### src/rtl/dilater_if.sv
// Pixel stream bundle shared by the morphology stages: raster-position input
// stream and the registered, centre-tagged result stream.
interface dilater_if #(
    parameter int POS_W = 11
);
    logic [POS_W-1:0] hpos;
    logic [POS_W-1:0] vpos;
    logic             in_pix;
    logic             out_pix;
    logic [POS_W-1:0] out_hpos;
    logic [POS_W-1:0] out_vpos;
    logic             out_valid;

    modport master (
        output hpos, vpos, in_pix,
        input  out_pix, out_hpos, out_vpos, out_valid
    );

    modport slave (
        input  hpos, vpos, in_pix,
        output out_pix, out_hpos, out_vpos, out_valid
    );
endinterface

### src/rtl/dilater.sv
// 3x3 binary dilation on a raster pixel stream: two line buffers feed a
// window of column taps; each result is the OR of the edge-masked window.
module dilater #(
    parameter int H_ACTIVE = 640,
    parameter int V_ACTIVE = 480,
    parameter int POS_W    = 11
) (
    input logic      clk,
    input logic      rst,
    dilater_if.slave io
);
    localparam int               AW     = (H_ACTIVE > 1) ? $clog2(H_ACTIVE) : 1;
    localparam logic [POS_W-1:0] H_LAST = POS_W'(H_ACTIVE - 1);
    localparam logic [POS_W-1:0] V_LAST = POS_W'(V_ACTIVE - 1);

    logic [H_ACTIVE-1:0] lb1_q, lb1_d, lb2_q, lb2_d;
    // column taps: bit2 = top row, bit1 = centre row, bit0 = bottom row
    logic [2:0]          col1_q, col1_d, col2_q, col2_d;
    logic                seen_q, seen_d;
    logic                out_pix_q, out_pix_d;
    logic                out_valid_q, out_valid_d;
    logic [POS_W-1:0]    out_hpos_q, out_hpos_d;
    logic [POS_W-1:0]    out_vpos_q, out_vpos_d;

    logic                active;
    logic [AW-1:0]       addr;
    logic [2:0]          tap;
    logic [2:0]          row_en;
    logic [POS_W-1:0]    cx, cy;
    logic                win_or;

    always_comb begin
        active = (io.hpos < POS_W'(H_ACTIVE)) && (io.vpos < POS_W'(V_ACTIVE));
        addr   = io.hpos[AW-1:0];
        tap    = {lb2_q[addr], lb1_q[addr], io.in_pix};

        // A row's last centre only completes after the following row has
        // produced its taps, so at hpos==0 the centre sits two rows back.
        if (io.hpos == '0) begin
            cx = H_LAST;
            if (io.vpos == '0)              cy = V_LAST - POS_W'(1);
            else if (io.vpos == POS_W'(1))  cy = V_LAST;
            else                            cy = io.vpos - POS_W'(2);
        end else begin
            cx = io.hpos - POS_W'(1);
            cy = (io.vpos == '0) ? V_LAST : io.vpos - POS_W'(1);
        end

        row_en = {cy != '0, 1'b1, cy != V_LAST};
        win_or = (|(col2_q & row_en & {3{cx != '0}}))
               | (|(col1_q & row_en))
               | (|(tap & row_en & {3{cx != H_LAST}}));

        lb1_d       = lb1_q;
        lb2_d       = lb2_q;
        col1_d      = col1_q;
        col2_d      = col2_q;
        seen_d      = seen_q;
        out_pix_d   = 1'b0;
        out_valid_d = 1'b0;
        out_hpos_d  = out_hpos_q;
        out_vpos_d  = out_vpos_q;

        if (active) begin
            lb2_d[addr] = lb1_q[addr];
            lb1_d[addr] = io.in_pix;
            col2_d      = col1_q;
            col1_d      = tap;
            seen_d      = 1'b1;
            out_pix_d   = win_or;
            out_valid_d = !(!seen_q && io.hpos == '0 && io.vpos == '0);
            out_hpos_d  = cx;
            out_vpos_d  = cy;
        end
    end

    always_ff @(posedge clk) begin
        if (rst) begin
            lb1_q       <= '0;
            lb2_q       <= '0;
            col1_q      <= '0;
            col2_q      <= '0;
            seen_q      <= 1'b0;
            out_pix_q   <= 1'b0;
            out_valid_q <= 1'b0;
            out_hpos_q  <= '0;
            out_vpos_q  <= '0;
        end else begin
            lb1_q       <= lb1_d;
            lb2_q       <= lb2_d;
            col1_q      <= col1_d;
            col2_q      <= col2_d;
            seen_q      <= seen_d;
            out_pix_q   <= out_pix_d;
            out_valid_q <= out_valid_d;
            out_hpos_q  <= out_hpos_d;
            out_vpos_q  <= out_vpos_d;
        end
    end

    assign io.out_pix   = out_pix_q;
    assign io.out_valid = out_valid_q;
    assign io.out_hpos  = out_hpos_q;
    assign io.out_vpos  = out_vpos_q;
endmodule

### src/flat_wrapper.sv
// flat-port wrapper written by rule: the top's interface ports become plain ports
module dilater_flat 
#(
    parameter int H_ACTIVE = 640,
    parameter int V_ACTIVE = 480,
    parameter int POS_W    = 11
)
  (clk, rst, io_hpos, io_vpos, io_in_pix, io_out_pix, io_out_hpos, io_out_vpos, io_out_valid);
  dilater_if #(.POS_W(POS_W)) io_i ();
  input logic clk;
  input logic rst;
  input wire logic [$bits(io_i.hpos)-1:0] io_hpos;
  input wire logic [$bits(io_i.vpos)-1:0] io_vpos;
  input wire logic [$bits(io_i.in_pix)-1:0] io_in_pix;
  output wire logic [$bits(io_i.out_pix)-1:0] io_out_pix;
  output wire logic [$bits(io_i.out_hpos)-1:0] io_out_hpos;
  output wire logic [$bits(io_i.out_vpos)-1:0] io_out_vpos;
  output wire logic [$bits(io_i.out_valid)-1:0] io_out_valid;
  assign io_i.hpos = io_hpos;
  assign io_i.vpos = io_vpos;
  assign io_i.in_pix = io_in_pix;
  assign io_out_pix = io_i.out_pix;
  assign io_out_hpos = io_i.out_hpos;
  assign io_out_vpos = io_i.out_vpos;
  assign io_out_valid = io_i.out_valid;
  dilater #(.H_ACTIVE(H_ACTIVE), .V_ACTIVE(V_ACTIVE), .POS_W(POS_W)) u_core (.clk(clk), .rst(rst), .io(io_i));
endmodule
### config.mk
export PLATFORM = sky130hd
export DESIGN_NAME = dilater_flat
export DESIGN_NICKNAME = d
export VERILOG_FILES = /design/src/rtl/dilater_if.sv /design/src/rtl/dilater.sv /design/src/flat_wrapper.sv
export SDC_FILE = /design/constraint.sdc
export NUM_CORES = 2
export LEC_CHECK = 0
export BUFFER_PORTS_ARGS = -buffer_cell sky130_fd_sc_hd__buf_4
export CAP_MARGIN = 40
export CORE_ASPECT_RATIO = 0.75
export CORE_UTILIZATION = 30
export DETAILED_ROUTE_END_ITERATION = 8
export GPL_ROUTABILITY_DRIVEN = 0
export GPL_TIMING_DRIVEN = 1
export HOLD_SLACK_MARGIN = 0.05
export PLACE_DENSITY = 0.51
export SLEW_MARGIN = 30
export SYNTH_ARGS = -nofsm -noshare
export SYNTH_HDL_FRONTEND = slang
export SYNTH_SLANG_ARGS = --single-unit
### constraint.sdc
create_clock -name clk -period 4.5 [get_ports clk]
set_input_delay 0.9 -clock clk [delete_from_list [all_inputs] [get_ports clk]]
set_output_delay 0.9 -clock clk [all_outputs]
set_load 0.03 [all_outputs]
After elaboration in Yosys (flattened, before gate mapping)
Cells that the tools add are included.

word-level totals
  logic and storage cells = 54
  output and inout bits = 24
  register bits = 1,311
  input port bits = 25

operators by class
  magnitude comparators = 4
  reduce and logical (&&, ||, !) cells = 14
  bitwise gates (word level) = 8
  equal/unequal tests = 3
  multiplexer cells = 13
  add/subtract/negate cells = 3

operators with widths
  operator                                                       number
  bitwise mux 640 bit                                            2
  2-to-1 mux 11 bit                                              5
  logical NOT 11 bit                                             2
  nonzero test 11 bit                                            2
  subtractor 11 x 1 -> 11 bit (second input constant)            2
  binary-select mux 1 bit (select 10 bit)                        2
  AND 3 bit                                                      5
  == test 11 x 1 -> 1 bit (second input constant)                1
  less-than comparator 10 x 11 -> 1 bit (second input constant)  1
  less-than comparator 11 x 10 -> 1 bit (second input constant)  1
  less-than comparator 11 x 9 -> 1 bit (second input constant)   1
  inequality test 11 x 10 -> 1 bit (second input constant)       1
  inequality test 11 x 9 -> 1 bit (second input constant)        1
  subtractor 11 x 2 -> 11 bit (second input constant)            1
  demux 1 bit (select 10 bit)                                    1
  >= comparator 10 x 1 -> 1 bit (second input constant)          1
  OR reduction 3 bit                                             3
  logical AND 1 bit                                              4
  2-to-1 mux 1 bit                                               3
  logical NOT 1 bit                                              2
  OR 1 bit                                                       2
  OR reduction 2 bit                                             1
  inverter 1 bit                                                 1

Longest topological paths before layout
  depth in word-level cells = 10
  gate-level depth with buffers = 21
  mapped depth without buffers = 12

Worst setup path before layout
OpenSTA, ideal clock, no wires.

  path type = input to register
  start = input port io_hpos[0]
  end = register u_core.out_pix_q, in the netlist u_core.io.out_pix
  data arrival time = 4.550 ns
  stages on the path = 21
  path buffers = 9
  required time = 4.369 ns
  path slack = -0.181 ns
  library setup time = 0.131 ns
  path through = buf_4 > buf_8 > buf_8 > buf_8 > buf_8 > buf_8 > buf_6 > buf_4 > inv_1 > ha_1 > nor4b_2 > and3_1 > buf_2 > o21a_1 > o2bb2ai_1 > o31a_1 > or4_1 > nor3_1 > o21ai_0 > a211oi_1 > o32ai_1

between the ends
  word-level cells in the longest chain between the ends = 8
  elaborated cells on any way between the ends = 26
  those cells by class = add/sub (1); order compare (1); eq/ne (2); mux (6); bitwise (8); reduce/logical (8)

RTL lines
  item                                                                                             line                RTL
  start, declared                                                                                  flat_wrapper.sv:12  input wire logic [$bits(io_i.hpos)-1:0] io_hpos;
  parallel branches: the longest is 8 deep, another holds binary-select mux 1 bit (select 10 bit)  -
  end signal, assigned                                                                             dilater.sv:94       out_pix_q <= out_pix_d;
  end, declared                                                                                    dilater.sv:20       logic out_pix_q, out_pix_d;

Several ways; the timed one is not identified. The select of a mux whose other input is x is not followed.
A chain may end at the register's enable or synchronous reset.

Worst setup path after layout
  start = input port io_hpos[0]
  end = register u_core.lb2_q[245]

between the ends
  word-level cells in the longest chain between the ends = 5
  elaborated cells on any way between the ends = 10
  those cells by class = order compare (3); mux (5); reduce/logical (2)

RTL lines
  item                                                                         line           RTL
  parallel branches: the longest is 5 deep, another holds bitwise mux 640 bit  -
  end signal, assigned                                                         dilater.sv:90  lb2_q <= lb2_d;
  end, declared                                                                dilater.sv:16  logic [H_ACTIVE-1:0] lb1_q, lb1_d, lb2_q, lb2_d;

Several ways; the timed one is not identified. The select of a mux whose other input is x is not followed.

==> reports/qor.txt <==
outcome - completed
post-layout minimum cycle time - 4.49 ns
clock latency reported for the late side of the worst-skew pair - 0.79 ns
slowest stage delay, CP - 0.51 ns
critical path's slowest cell - nor4_1
Crit. Startpoint - io_hpos[0]
Comb power frac - 0.074
post-cts resize count - 0
Adder-Cell Fraction of Synth Area - 0.00231
chip height - 388 µm
I/O Pins - 49
Synth Register Bits - 1,311
vias in the first global route - 49,800
hold_buf cts - 0
Seq/Total Area, Yosys - 0.440
Crit Path Max Fanout - 30
first-pass GRT wire length - 344,000 µm
Power Dens Cells - 366 nW/µm²
Max Clk Rate - 223 MHz
worst vdd ir - 412 µV
fin. max-slew vios - 0
Synth async-reset ratio - 0
gr usage total - 0.229
I/O Buffers - 48
RR Endpoint - u_core.lb2_q[245]
Synth Area in XOR/XNOR - 0.00162
drt drc - 0
Die W - 517 µm
H-tree depth - 4
hold crit path type - reg -> reg
Levels on crit path - 13
via count - 54,800
relative slew slack - 0.359
final hold vios - 0
max cap viols - 0
starting DRC count in detailed routing - 6,538
per-cell routed wire length - 24.2 µm
crit-path cells - buf_8, buf_4, buf_4, mux2i_1, o22ai_1, nor4_1, nand2_1, nor3_2, a31oi_1, nand4_1, and4_4, buf_4, a211oi_1
Crit path top cell by count - buf_4
P&R area growth vs syn - 14.8%
Synth Flop Type - dfxtp_1
Synth Area in Compound Gates - 0.229
Std-Cell Rows - 141
CP Launch Type - input port
Final Non-Filler Cells - 9,773
GRT overflow - 0
Simple-Gate Fraction of Synth Area - 0.153
most common cell after layout, fill and taps aside - nor2_1
vias per cell - 5.61
die area - 201,000 µm²
ANT nets after route - 0
Initial Util - 0.302
FF-to-FF setup slack - 0.97 ns
TritonCTS clock tree - yes
CTS sink count - 1,311
leakage power - 21.5 nW
final net count - 7,050
Syn Nets - 7,192
First-pass DRT Iterations - 7
Core Area - 197,000 µm²
final setup fails - 0
Worst setup EP type - flip-flop
Synth Warn # - 0
Int Power - 18.7 mW
number of flops mapped to enable cells by yosys - 0
CP arrival - 5.13 ns
Synth Instances - 7,156
Max clock buf depth - 3
root buf cell - clkbuf_16
Tightest Pin Transition - 0.961 ns
Psw - 6.33 mW
post-synth cell types - 75
dpl cells - 9,520
switching fraction of total power - 0.253
WHS - 0.456 ns
Final Cycle Share - 0.998
clock skew - 0.0304 ns
share of power burned in registers - 0.464
Clk pwr share - 0.462
R2R Path Start - u_core.lb1_q[639]
RSZ-0062 raised after global routing - no
critical path type - in -> reg
largest family of logic cells by synthesized area - compound AO/OA/AOI/OAI gates
Crit path buffers/inverters - 4
final WL - 237,000 µm
Worst EP required - 5.14 ns
initial antenna violation count - 23
mux contribution to synthesized area - 0.116
clock-pin slew of the registers on the worst-case setup and hold paths - 0.06 ns
Synth Area per Inst - 8.33 µm²
end of the critical path - u_core.lb2_q[245]
CTS Buf Count - 135
Netlist Area Pre-Place - 59,600 µm²
share of cells above drive strength 1 - 0.117
HPWL after DPL - 151,000 µm
final setup TNS - 0 ns
Top Family by Delay on Critical Path - simple AND/OR/NAND/NOR gates
largest net degree at the start of global routing - 144
commonest cells after routing, fill and taps aside - nor2_1, dfxtp_1, nand2_1
R2R depth - 10
postcts setup bufs - 0
## kinds of logic after synthesis
kind of cell | Yosys count
muxes | 550
AOI/OAI and AO/OA | 2282
buffers and inverters | 712
xor gates and xnor gates | 11
DFF | 1311
and+or+nand+nor | 2279
adders and majority gates | 11
## final cells by class
type                            instances  area [µm²]
Clock inverter                         47         454
Timing Repair Buffer                  419        4190
Fill cell                           20400      129000
Clock buffer                          193        3990
Tap cell                             2645        3310
Sequential cell                      1311       26200
Antenna cell                           11        27.5
Inverter                               14        52.6
Multi-Input combinational cell       5133       30200
## registers in the layout, summed over array words and instances, names as in the netlist
signal               cells
u_core.io.out_vpos      11
u_core.lb1_q           640
u_core.io.out_pix        1
u_core.io.out_valid      1
u_core.lb2_q           640
u_core.col1_q            3
u_core.seen_q            1
u_core.col2_q            3
u_core.io.out_hpos      11
## power groups by stage
stage / combinational, mW / clock, mW / sequential (mW)
finish: 1.85 / 11.6 / 11.6
global route: 1.90 / 12.2 / 11.6
CTS: 1.81 / 11.7 / 11.6
detailed placement: 1.81 / 0 / 11.9
global placement: 1.80 / 0 / 11.9
floorplan: 0.996 / 0 / 11.9
## worst min-delay path by stage
| stage | end | cells past startpoint | startpoint | slack, ns |
|---|---|---|---|---|
| final | u_core.col2_q[2] | 2 | u_core.col2_q[2] | 0.46 |
| after global routing | u_core.lb1_q[632] | 2 | u_core.lb1_q[632] | 0.48 |
| after CTS | u_core.col2_q[2] | 2 | u_core.col2_q[2] | 0.46 |
| after detailed placement | u_core.col2_q[2] | 2 | u_core.col2_q[2] | 0.45 |
| after global placement | u_core.col2_q[1] | 2 | u_core.col2_q[1] | 0.44 |
| after floorplan | u_core.col2_q[1] | 2 | u_core.col2_q[1] | 0.43 |
## metal layers
| metal | vias up | track usage | share of wire |
|---|---|---|---|
| met5 | - | 0 | 0.00060 |
| met4 | 4 | 0.0756 | 0.030 |
| met3 | 384 | 0.0441 | 0.093 |
| met2 | 2484 | 0.326 | 0.41 |
| met1 | 26700 | 0.341 | 0.46 |
| li1 | 25200 | - | - |
## metrics by stage
| stage | instance area [µm²] | util | setup WS, ns | power, mW |
|---|---|---|---|---|
| floorplan | 59600 | - | 0.00788 | 12.9 |
| global placement | 63900 | 0.324 | -0.759 | 13.7 |
| detailed placement | 63900 | 0.324 | -0.806 | 13.7 |
| CTS | 68400 | 0.347 | 0.0227 | 25.1 |
| global route | 68400 | 0.347 | 0.0522 | 25.7 |
| finish | 68400 | 0.347 | 0.00825 | 25.0 |
## synthesized netlist by cell type (4+ instances only)
library cell	n	area share
mux4_2	95	0.036
o22ai_1	102	0.011
buf_2	73	0.0061
nand4bb_1	6	0.0011
a22oi_1	109	0.014
o21ai_0	671	0.056
nand4b_1	6	0.00088
nand2b_1	9	0.00094
nand2_1	732	0.046
buf_6	30	0.0057
mux4_1	10	0.0044
mux2i_1	422	0.071
buf_8	11	0.0028
o31ai_1	6	0.00076
nand3_1	29	0.0024
xnor2_1	10	0.0015
inv_1	13	0.00082
a21oi_1	678	0.057
dfxtp_1	1311	0.44
nor2_1	1350	0.085
a31oi_1	9	0.00094
clkbuf_1	502	0.032
mux2_2	22	0.0042
ha_1	11	0.0023
or4b_1	4	0.00067
nor2b_1	5	0.00052
buf_4	55	0.0069
buf_12	7	0.0024
and4b_1	4	0.00067
or3_1	5	0.00052
nor4_1	25	0.0026
nor3_1	36	0.0030
buf_1	20	0.0013
a22o_1	5	0.00073
a221oi_1	6	0.00088
o211ai_1	5	0.00063
and3_1	4	0.00042
a311oi_1	4	0.00059
a211oi_1	660	0.083
nand4_1	33	0.0035
## tightest hold or removal path, stage by stage (launching register included)
cell and delay, ns:
dfxtp_1 0.31, nand2_1 0.05, a21oi_1 0.05
Power figures use the tool's default switching activity.
